`src/rtl/uart_pkg.sv`:
```
// Shared types and defaults for the UART command path.
package uart_pkg;

    localparam int UART_BYTE_W     = 8;
    localparam int FRAME_BYTES_DEF = 3;
    localparam int TIMEOUT_CYC_DEF = 20000;

    typedef enum logic [1:0] {
        IDLE    = 2'd0,
        COLLECT = 2'd1,
        VALID   = 2'd2
    } uart_ctrl_state_t;

endpackage

```
`src/rtl/uart_cmd_timeout.sv`:
```
// Saturating inter-byte timer: clr reloads zero, en counts, expired flags the last allowed cycle.
module uart_cmd_timeout #(
    parameter int TIMEOUT_CYC = 20000
) (
    input  logic clk,
    input  logic rst,
    input  logic clr,
    input  logic en,
    output logic expired
);

    localparam int TW = (TIMEOUT_CYC > 2) ? $clog2(TIMEOUT_CYC) : 1;
    localparam logic [TW-1:0] LAST = TW'(TIMEOUT_CYC - 1);

    logic [TW-1:0] timer;

    always_ff @(posedge clk or posedge rst) begin
        if (rst) begin
            timer <= '0;
        end else if (clr) begin
            timer <= '0;
        end else if (en && (timer != LAST)) begin
            timer <= timer + TW'(1);
        end
    end

    assign expired = (timer == LAST);

endmodule

```
`src/rtl/uart_cmd_ctrl.sv`:
```
// Packs received UART bytes MSB-first into command words and hands them on with valid/ack.
module uart_cmd_ctrl
    import uart_pkg::*;
#(
    parameter int FRAME_BYTES = FRAME_BYTES_DEF,
    parameter int TIMEOUT_CYC = TIMEOUT_CYC_DEF
) (
    input  logic                             clk,
    input  logic                             rst,
    input  logic [UART_BYTE_W-1:0]           rx_data,
    input  logic                             rx_rdy,
    output logic                             rx_clr_rdy,
    input  logic                             flush,
    output logic [UART_BYTE_W*FRAME_BYTES-1:0] cmd_data,
    output logic                             cmd_valid,
    input  logic                             cmd_ack,
    output logic                             frame_err,
    output logic                             busy,
    output logic [1:0]                       dbg_state
);

    localparam int W     = UART_BYTE_W * FRAME_BYTES;
    localparam int CNT_W = $clog2(FRAME_BYTES + 1);

    uart_ctrl_state_t state, state_nxt;
    logic [CNT_W-1:0] byte_cnt;
    logic [W-1:0]     shift_reg;
    logic [W-1:0]     shifted;
    logic             take;
    logic             last;
    logic             timeout;
    logic             tmr_expired;
    logic             tmr_clr;
    logic             tmr_en;

    // Handshakes: a byte moves when rx_rdy and rx_clr_rdy are both high at an edge;
    // a command moves when cmd_valid and cmd_ack are both high at an edge. Neither
    // side withdraws its offer, and flush cancels both transfers for that cycle.

    always_ff @(posedge clk or posedge rst) begin
        if (rst) begin
            state     <= IDLE;
            byte_cnt  <= '0;
            shift_reg <= '0;
            cmd_data  <= '0;
            cmd_valid <= 1'b0;
            frame_err <= 1'b0;
        end else begin
            state     <= state_nxt;
            cmd_valid <= (state_nxt == VALID);
            frame_err <= timeout;
            if (flush || timeout) begin
                byte_cnt <= '0;
            end else if (take) begin
                byte_cnt <= last ? '0 : byte_cnt + CNT_W'(1);
            end
            if (take) begin
                shift_reg <= shifted;
            end
            if (take && last) begin
                cmd_data <= shifted;
            end
        end
    end

    always_comb begin
        state_nxt = state;
        last      = (byte_cnt == CNT_W'(FRAME_BYTES - 1));
        take      = rx_rdy && !rst && !flush && ((state == IDLE) || (state == COLLECT));
        timeout   = (state == COLLECT) && !take && !flush && tmr_expired;
        // Shift form keeps the single-byte frame legal (no negative slice).
        shifted   = (shift_reg << UART_BYTE_W) | W'(rx_data);
        if (flush) begin
            state_nxt = IDLE;
        end else begin
            case (state)
                IDLE, COLLECT: begin
                    if (take) begin
                        state_nxt = last ? VALID : COLLECT;
                    end else if (timeout) begin
                        state_nxt = IDLE;
                    end
                end
                VALID: begin
                    if (cmd_ack) begin
                        state_nxt = IDLE;
                    end
                end
                default: state_nxt = IDLE;
            endcase
        end
    end

    always_comb begin
        rx_clr_rdy = take;
        busy       = (state != IDLE);
        dbg_state  = state;
        tmr_clr    = take || flush || timeout || (state != COLLECT);
        tmr_en     = (state == COLLECT);
    end

    uart_cmd_timeout #(
        .TIMEOUT_CYC (TIMEOUT_CYC)
    ) u_timeout (
        .clk     (clk),
        .rst     (rst),
        .clr     (tmr_clr),
        .en      (tmr_en),
        .expired (tmr_expired)
    );

endmodule

```
`config.mk`:
```
export PLATFORM = sky130hd
export DESIGN_NAME = uart_cmd_ctrl
export DESIGN_NICKNAME = d
export VERILOG_FILES = /design/src/rtl/uart_pkg.sv /design/src/rtl/uart_cmd_timeout.sv /design/src/rtl/uart_cmd_ctrl.sv
export SDC_FILE = /design/constraint.sdc
export NUM_CORES = 1
export LEC_CHECK = 0
export ABC_AREA = 1
export BUFFER_PORTS_ARGS = -buffer_cell sky130_fd_sc_hd__buf_2
export CORE_MARGIN = 10
export CORE_UTILIZATION = 56
export CTS_CLUSTER_SIZE = 25
export DETAILED_ROUTE_END_ITERATION = 10
export PLACE_DENSITY = 0.76
export SLEW_MARGIN = 40
export SYNTH_ARGS = -nofsm -noshare
export SYNTH_HDL_FRONTEND = slang
export SYNTH_SLANG_ARGS = --single-unit
```
`constraint.sdc`:
```
create_clock -name clk -period 1.85 [get_ports clk]
set_input_delay 0.185 -clock clk [delete_from_list [all_inputs] [get_ports clk]]
set_output_delay 0.185 -clock clk [all_outputs]
set_load 0.1 [all_outputs]
```
==> results of run 1 <==
metal layers:
| metal | wire length (um) | track usage [%] |
|---|---|---|
| met2 | 2326 | 21.85 |
| met1 | 2542 | 18.99 |
| met4 | 64 | 5.925 |
| met5 | 0 | 0 |
| met3 | 398 | 6.563 |
through the flow:
step,hold slack [ns],cells,power (mW),utilization [%],setup slack [ns]
2_1_floorplan,0.1506,302,1.885,-,0.03264
3_3_place_gp,0.3959,393,1.979,63.09,0.3192
3_5_place_dp,0.4032,393,1.992,63.09,0.2917
4_1_cts,0.04855,409,3.299,67.87,0.2759
5_1_grt,0.05987,409,3.415,67.87,0.09116
6_report,0.06497,409,3.264,67.87,0.2906
Yosys cell counts:
| library cell | number | area, um^2 |
|---|---|---|
| nor2_1 | 34 | 127.6 |
| xnor2_1 | 3 | 26.28 |
| a21boi_0 | 1 | 7.510 |
| o21ai_2 | 16 | 140.1 |
| nor2_2 | 1 | 6.260 |
| inv_1 | 36 | 135.1 |
| nand2_4 | 1 | 11.26 |
| nand3b_1 | 1 | 7.510 |
| o21ai_0 | 18 | 90.09 |
| a21oi_1 | 2 | 10.01 |
| nand3_2 | 2 | 20.02 |
| ha_1 | 1 | 12.51 |
| dfrtp_1 | 61 | 1526 |
| nand3_1 | 10 | 50.05 |
| nand3_4 | 1 | 17.52 |
| inv_4 | 1 | 6.260 |
| buf_4 | 1 | 7.510 |
| inv_2 | 3 | 11.26 |
| nand4_1 | 7 | 43.79 |
| clkbuf_1 | 3 | 11.26 |
| buf_6 | 4 | 45.04 |
| or2_2 | 1 | 6.260 |
| xor2_1 | 4 | 35.03 |
| nand2_1 | 90 | 337.8 |
layout make-up:
type                       instances  share of cell area (%)
inverter                          40                   4.872
multi-input combinational        193                   29.82
tap                               54                   2.122
clock buffer                      10                   4.322
clock inverter                     6                   2.711
timing repair buffer              45                   8.173
sequential                        61                   47.98
logic make-up after synthesis:
logic type               Yosys count
AND/OR/NAND/NOR                  148
flip-flops                        61
buffers and inverters             48
AO/OA/AOI/OAI                     37
XOR/XNOR                           7
adder cells (fa/ha/maj)            1
power breakdown:
part | leakage (nW) | internal [mW] | total [mW] | switching, mW
sequential | 0.825 | 1.43 | 1.49 | 0.0540
combinational | 0.749 | 0.0931 | 0.475 | 0.382
clock | 0.112 | 0.792 | 1.30 | 0.511
path summary, 6_finish.rpt:
kind / start / end / slack (ns) / cells past startpoint
max: dbg_state[1] / u_timeout.timer[3] / 0.29 / 7
min: flush / dbg_state[1] / 0.06 / 2
max reg2reg: dbg_state[1] / u_timeout.timer[3] / 0.29 / 7
min reg2reg: u_timeout.timer[0] / u_timeout.timer[0] / 0.46 / 1
max in group asynchronous: rst / dbg_state[1] / 1.22 / 3
min in group asynchronous: rst / shift_reg[2] / 0.10 / 3
==> summary by stage, run 1 <==
Cells and area
The top cell types in the final layout, fill and taps aside, are 90 x nand2_1, 60 x dfrtp_1, 41 x buf_2. After routing the design area is 3184 um^2. From synthesis to final layout, the design area changed by 18.26%. Summing all flip-flop and latch instances after layout gives 1528 um^2.

The filler cells instantiated in the layout total 385. The ratio of cells with drive above 1 in the final layout is 24.79%. The antenna diode instance count is 0. The area of the multi-input gates is 949.7 um^2. For this run, the post-layout net count is 364. The register with the most flip-flops in the layout has 24 of them.

The library cell used most frequently in the layout, excluding fill and tap cells, is nand2_1.

Global route
The first global-routing pass estimated 9.259 mm of wire. For this run the aggregate overflow at the end of global routing stands at 0. Entering global routing, the biggest net connects 62 pins.

The number of antenna violations at the first check in global routing is 0. The via count of the first global-routing pass is 2038. The overall global routing resource usage is 14.97%.

Timing
The hold violation total from the final report was 0. The worst path uses 84.29% of the clock period. The relative max-transition margin is 50.77%. For the pin with the worst max-slew slack, the measured transition is 0.7385 ns. Setup repair after global routing left no endpoint under its margin. The number of pins with negative max-slew slack in the final report is 0. Setup violations remaining at the end of the flow were counted as 0. After routing, the total negative slack on setup checks comes to 0 ns. Derived from the worst setup path, the maximum achievable clock frequency is 0.6413 GHz. The final critical delay including setup and external delays is 1.559 ns. The final setup skew is 0.006566 ns.

Clock network
The number of buffers inserted during clock tree synthesis is 9. Once the clock tree was built, the setup fixing pass inserted 0 buffers. The number of buffers on the longest clock path is 2. The number of clock sinks seen by CTS is 61. In this run, post-CTS hold repair placed 0 buffers. The post-cts sizing count is 0. After clock tree synthesis, the clock-pin slew on the worst setup and hold paths is 0.06 ns. The H-tree level count is 3. The later-pin clock latency in the skew report is 0.33 ns. The buffer type at the clock tree root is clkbuf_8. TritonCTS built the clock tree.

Critical path
For this run, the slowest stage of the critical path takes 0.40 ns. STA classifies the critical path endpoint as a flop. The buffering stage count on the worst path with inverters included is 2.

The critical path is of the flop to flop type. The critical-path cell with the highest stage delay is dfrtp_2. In this design, the largest share of critical-path delay is due to simple AND/OR/NAND/NOR gates. In this run the worst path has a maximum fanout of 36. The required arrival time at the worst endpoint is 2.09 ns. For the worst setup path, the data arrival time is 1.80 ns.

The critical path goes through nor2_2, nand2_4, buf_4, nand2_1, inv_1, nand3_2, nor2_1. The startpoint type of the worst setup path is a flop.

Yosys
Multiplexer cells account for 0% of the synthesized area. Of the total synthesized cell area, the portion taken by full adders, half adders and majority gates is 0.4647%. The number of warnings printed during yosys synthesis is 0. Counting every instance in the synthesized netlist gives 302. After synthesis, the largest family of logic cells by area is simple AND/OR/NAND/NOR gates. Sequential elements use 56.69% of the synthesized area.

The average instance in the mapped netlist occupies 8.916 um^2. The number of synthesized register bits is 61. Summing the areas of all xor and xnor instances in the mapped netlist gives 2.277% of the synthesized area. The mapped netlist covers 2693 um^2. After Yosys synthesis, and, or, nand and nor cells account for 23.33% of the synthesized area. The share of the synthesized area in compound gates (AO/OA/AOI/OAI) is 9.201%.

The number of nets handed over by synthesis was 316. Synthesis instantiated 24 different standard cells from the library.

Route
Dividing the detail-routed wire length by the instance count gives 13.03 um. The detailed-route wire length is 5.331 mm. The residual antenna-violating net count after detailed routing is 0. After detailed routing, the number of remaining DRC violations is 0. The via count of the routed design is 2044. The first routing iteration left 159 violations. The mean number of vias per cell is 4.998. The iteration count of the initial detailed-routing pass is 4.

Status
The run finished with clean final reports.

Job
The count of maximum capacitance violations is 0.

Die
From bottom edge to top edge, the die measures 89.34 um. The number of top-level pins is 43. The horizontal die dimension is 89.34 um. The initial core utilization is 57.39%. The floorplan step defined a die boundary enclosing 7982 um^2. The initialized floorplan defines 25 standard-cell rows.

The total core area is 4692 um^2.

Place
Summing all placed instances gives a cell area of 2960 um^2. The number of buffers added on ports is 42. The congestion estimate from routability-driven global placement came to 0.7966.

The wire-length estimate of the detail-placed layout is 3.850 mm.

Pwr
The ratio of total power to cell area is 1025 nW/um^2. Summed over all cells, the static leakage comes to 1.686 nW. The worst IR drop on VDD is 0.8465 mV.

Min path
The type of the worst min-delay path is input port to flop.
(Power assumes the default switching activity.)
==> inputs of run 2 (changes only) <==
- CORE_UTILIZATION: 56 -> 50
- PLACE_DENSITY: 0.76 -> 0.72
- clock period: 1.85 -> 1.3 ns (I/O delays scaled with it)
==> summary by stage, run 2 (same netlist as run 1, synthesis figures left out) <==
Timing
The number of pins with negative max-slew slack in the final report is 0 (unchanged). The post-route setup TNS is -5.782 ns (-5.782 ns). The final setup skew is 0.009391 ns (+0.002825 ns). The ratio of final minimum period to clock period is 114.7% (+30 points). The relative max-transition margin is 67.57% (+17 points). The maximum clock rate came to 0.6707 GHz (+4.6%). The total of endpoints with negative setup slack in the final report is 48 (+48). The hold slack is 0.03095 ns (-0.03403 ns). The hold violation total from the final report is 0 (unchanged).

The final critical delay including setup and external delays is 1.491 ns (-0.06844 ns). Setup repair after global routing could not meet its margin everywhere. The slew at the pin with the worst max-slew slack was 0.4899 ns (-0.2486 ns).

The final worst setup slack was -0.1910 ns (-0.4816 ns).

Critical path
The required arrival time at the worst endpoint is 1.54 ns (-0.55 ns). The largest fanout on the critical path is 6 (-83%). The launching point of the worst reg2reg path is dbg_state[1]. The buffering stage count on the worst path with inverters included is 3 (+1).

The number of cell instances on the worst register-to-register path is 8 (+1). Counting stages on the worst path, the most repeated cell is nand2_4. The maximum cell stage delay along the critical path is 0.50 ns (+0.10 ns). The cell family contributing the most delay on the critical path is flip-flops. The reg2reg setup slack is -0.19 ns (-0.48 ns). Walking the worst path, the cells encountered are nor2_4, nand2_4, inv_12, nand3_4, buf_12, clkbuf_16, nand2_4, o21ai_2. The startpoint type of the worst setup path is a flop. The critical path in this run is classified as flop to flop. The endpoint identified for the worst register-to-register timing path is cmd_data[2]. The worst endpoint data arrival time came to 1.73 ns (-0.07 ns).

The endpoint class of the critical path is a flop. For this design, the slowest cell found on the critical path is dfrtp_4.

Route
The mean number of vias per cell was 4.864 (-2.7%). The detailed-route wire length is 6.719 mm (+26%). The via count of the routed design is 2218 (+8.5%). The number of remaining DRC errors came to 0 (unchanged). The residual antenna-violating net count after detailed routing is 0 (unchanged). The average detailed-routed wire length per instance came to 14.73 um (+13%).

The violation count after the first detailed-route iteration is 110 (-31%). The iteration count of the initial detailed-routing pass came to 4 (unchanged).

Place
The global placement routability congestion is 0.8035 (+0.87%). The number of buffers added on ports came to 42 (unchanged). The total half-perimeter wirelength after legalization and detailed placement is 4.045 mm (+5.1%).

The cell area reported after detailed placement was 3152 um^2 (+6.5%). The number of placed instances with taps included came to 423 (+7.6%). The worst-case setup slack after placement is -0.03517 ns (-0.3269 ns).

Clock network
The H-tree level count was 3 (unchanged). The number of clock sinks seen by CTS came to 61 (unchanged). The later-pin clock latency in the skew report is 0.35 ns (+0.02 ns). The clock-pin slew on the worst setup and hold paths is 0.07 ns (about the same). The clock tree from TritonCTS is done. The number of buffers inserted during clock tree synthesis is 9 (unchanged).

The cell sitting at the root of the clock tree is a clkbuf_8. The number of buffers on the longest clock path is 2 (unchanged).

Pwr
The leakage dissipation is 1.915 nW (+14%). The worst IR drop on VDD is 0.9963 mV (+18%). The ratio of total power to cell area was 1181 nW/um^2 (+15%). The total power came to 4.647 mW (+42%).

Global route
The overall global routing resource usage is 16.26% (+1.3 points). The wire length of the first global-routing pass is 11.10 mm (+20%). The final global-route overflow total is 0 (unchanged). The number of antenna violations at the first check in global routing was 0 (unchanged). The via count of the first global-routing pass is 2360 (+16%). The largest net degree at the start of global routing is 62 (unchanged).

Die
The number of top-level pins is 43 (unchanged). The initial core utilization is 52.06% (-5.3 points). The floorplan die area is 8721 um^2 (+9.3%). The number of placement rows is 26 (+4.0%).

The horizontal die dimension was 93.39 um (+4.5%). The height of the die came to 93.39 um (+4.5%). The total core area is 5172 um^2 (+10%).

Cells and area
The net count of the finished layout is 396 (+8.8%). The area growth from synthesis to final layout is 46.19%. The antenna diode instance count is 0 (unchanged).

The ratio of cells with drive above 1 in the final layout is 42.49% (+18 points). The design area is 3936 um^2 (+24%). The leading cell type in the layout, fill and taps excluded is nand2_1. The filler-free cell count of the finished design is 456 (+11%). The final standard cell utilization of the core is 76.10% (+8.2 points).

Leaving out fill and tap cells, the most frequent cells in the layout are 65 x nand2_1, 59 x dfrtp_1, 35 x inv_1. The number of flip-flops under the largest register name is 24 (unchanged).

Min path
The depth of the worst hold-timing path is 2 (unchanged). The type of the worst min-delay path is input port to flop. The worst hold path terminates at cmd_valid. The startpoint identified for the worst hold timing path is flush.

Status
The final reports fail on setup timing. The run finished, with violations left.

Job
The count of maximum capacitance violations was 0 (unchanged).
==> run 2: changes by cell type in the layout (fill, tap and decap cells not counted), moves of 11 or more <==
cell,before,now
nor2_1,34,21
nand2_1,90,65
buf_4,2,18
buf_2,41,18
clkbuf_4,0,18
nand2_4,1,12
nand2_2,0,14
==> run 2: layout make-up <==
| type | count | area, um^2 |
|---|---|---|
| clock buffers | 10 | 137.6 |
| repair buffers | 77 | 777.0 |
| inverters | 40 | 170.2 |
| well taps | 70 | 87.58 |
| fillers | 349 | 1236 |
| flip-flops and latches | 61 | 1534 |
| multi-input cells | 193 | 1169 |
| clock inverters | 5 | 61.31 |
==> run 2: how the worst max path moves through the flow <==
stage | from | endpoint | slack (ns) | depth (start not counted)
finish | dbg_state[1] | cmd_data[2] | -0.19 | 8
global route | dbg_state[1] | cmd_data[22] | -0.25 | 8
CTS | dbg_state[1] | rx_clr_rdy | -0.13 | 4
detailed placement | dbg_state[1] | cmd_data[3] | -0.04 | 7
global placement | u_timeout.timer[1] | u_timeout.timer[6] | 0.009 | 7
floorplan | dbg_state[1] | cmd_data[10] | -0.29 | 7
==> run 2: timing repair <==
| action | CTS | global route |
|---|---|---|
| hold buffers | 0 | 1 |
| pin swaps | 3 | 7 |
| gates resized for setup | 37 | 71 |
| gates cloned | 6 | 1 |
| endpoints found under the hold margin | 0 | 16 |
| endpoints found under the setup margin | 39 | 77 |
| setup buffers | 7 | 6 |
==> run 2: layer usage <==
layer,vias to the layer above,track usage [%],wire [um]
li1,1102,-,-
met1,1057,19.42,2960
met2,52,25.70,3262
met3,7,6.555,407
met4,0,6.170,89
met5,-,0,0
==> run 2: worst reg2reg max path, stage by stage, from the launching register on <==
cell and delay [ns]:
dfrtp_4 0.50, nor2_4 0.15, nand2_4 0.10, inv_12 0.08
nand3_4 0.13, buf_12 0.18, clkbuf_16 0.16, nand2_4 0.06
o21ai_2 0.05
==> run 2: where the power goes <==
| group | total, mW | internal [mW] | switching [mW] |
|---|---|---|---|
| Clock | 1.70 | 0.928 | 0.771 |
| Sequential | 2.14 | 2.04 | 0.0972 |
| Combinational | 0.812 | 0.222 | 0.590 |
| Total | 4.65 | 3.19 | 1.46 |
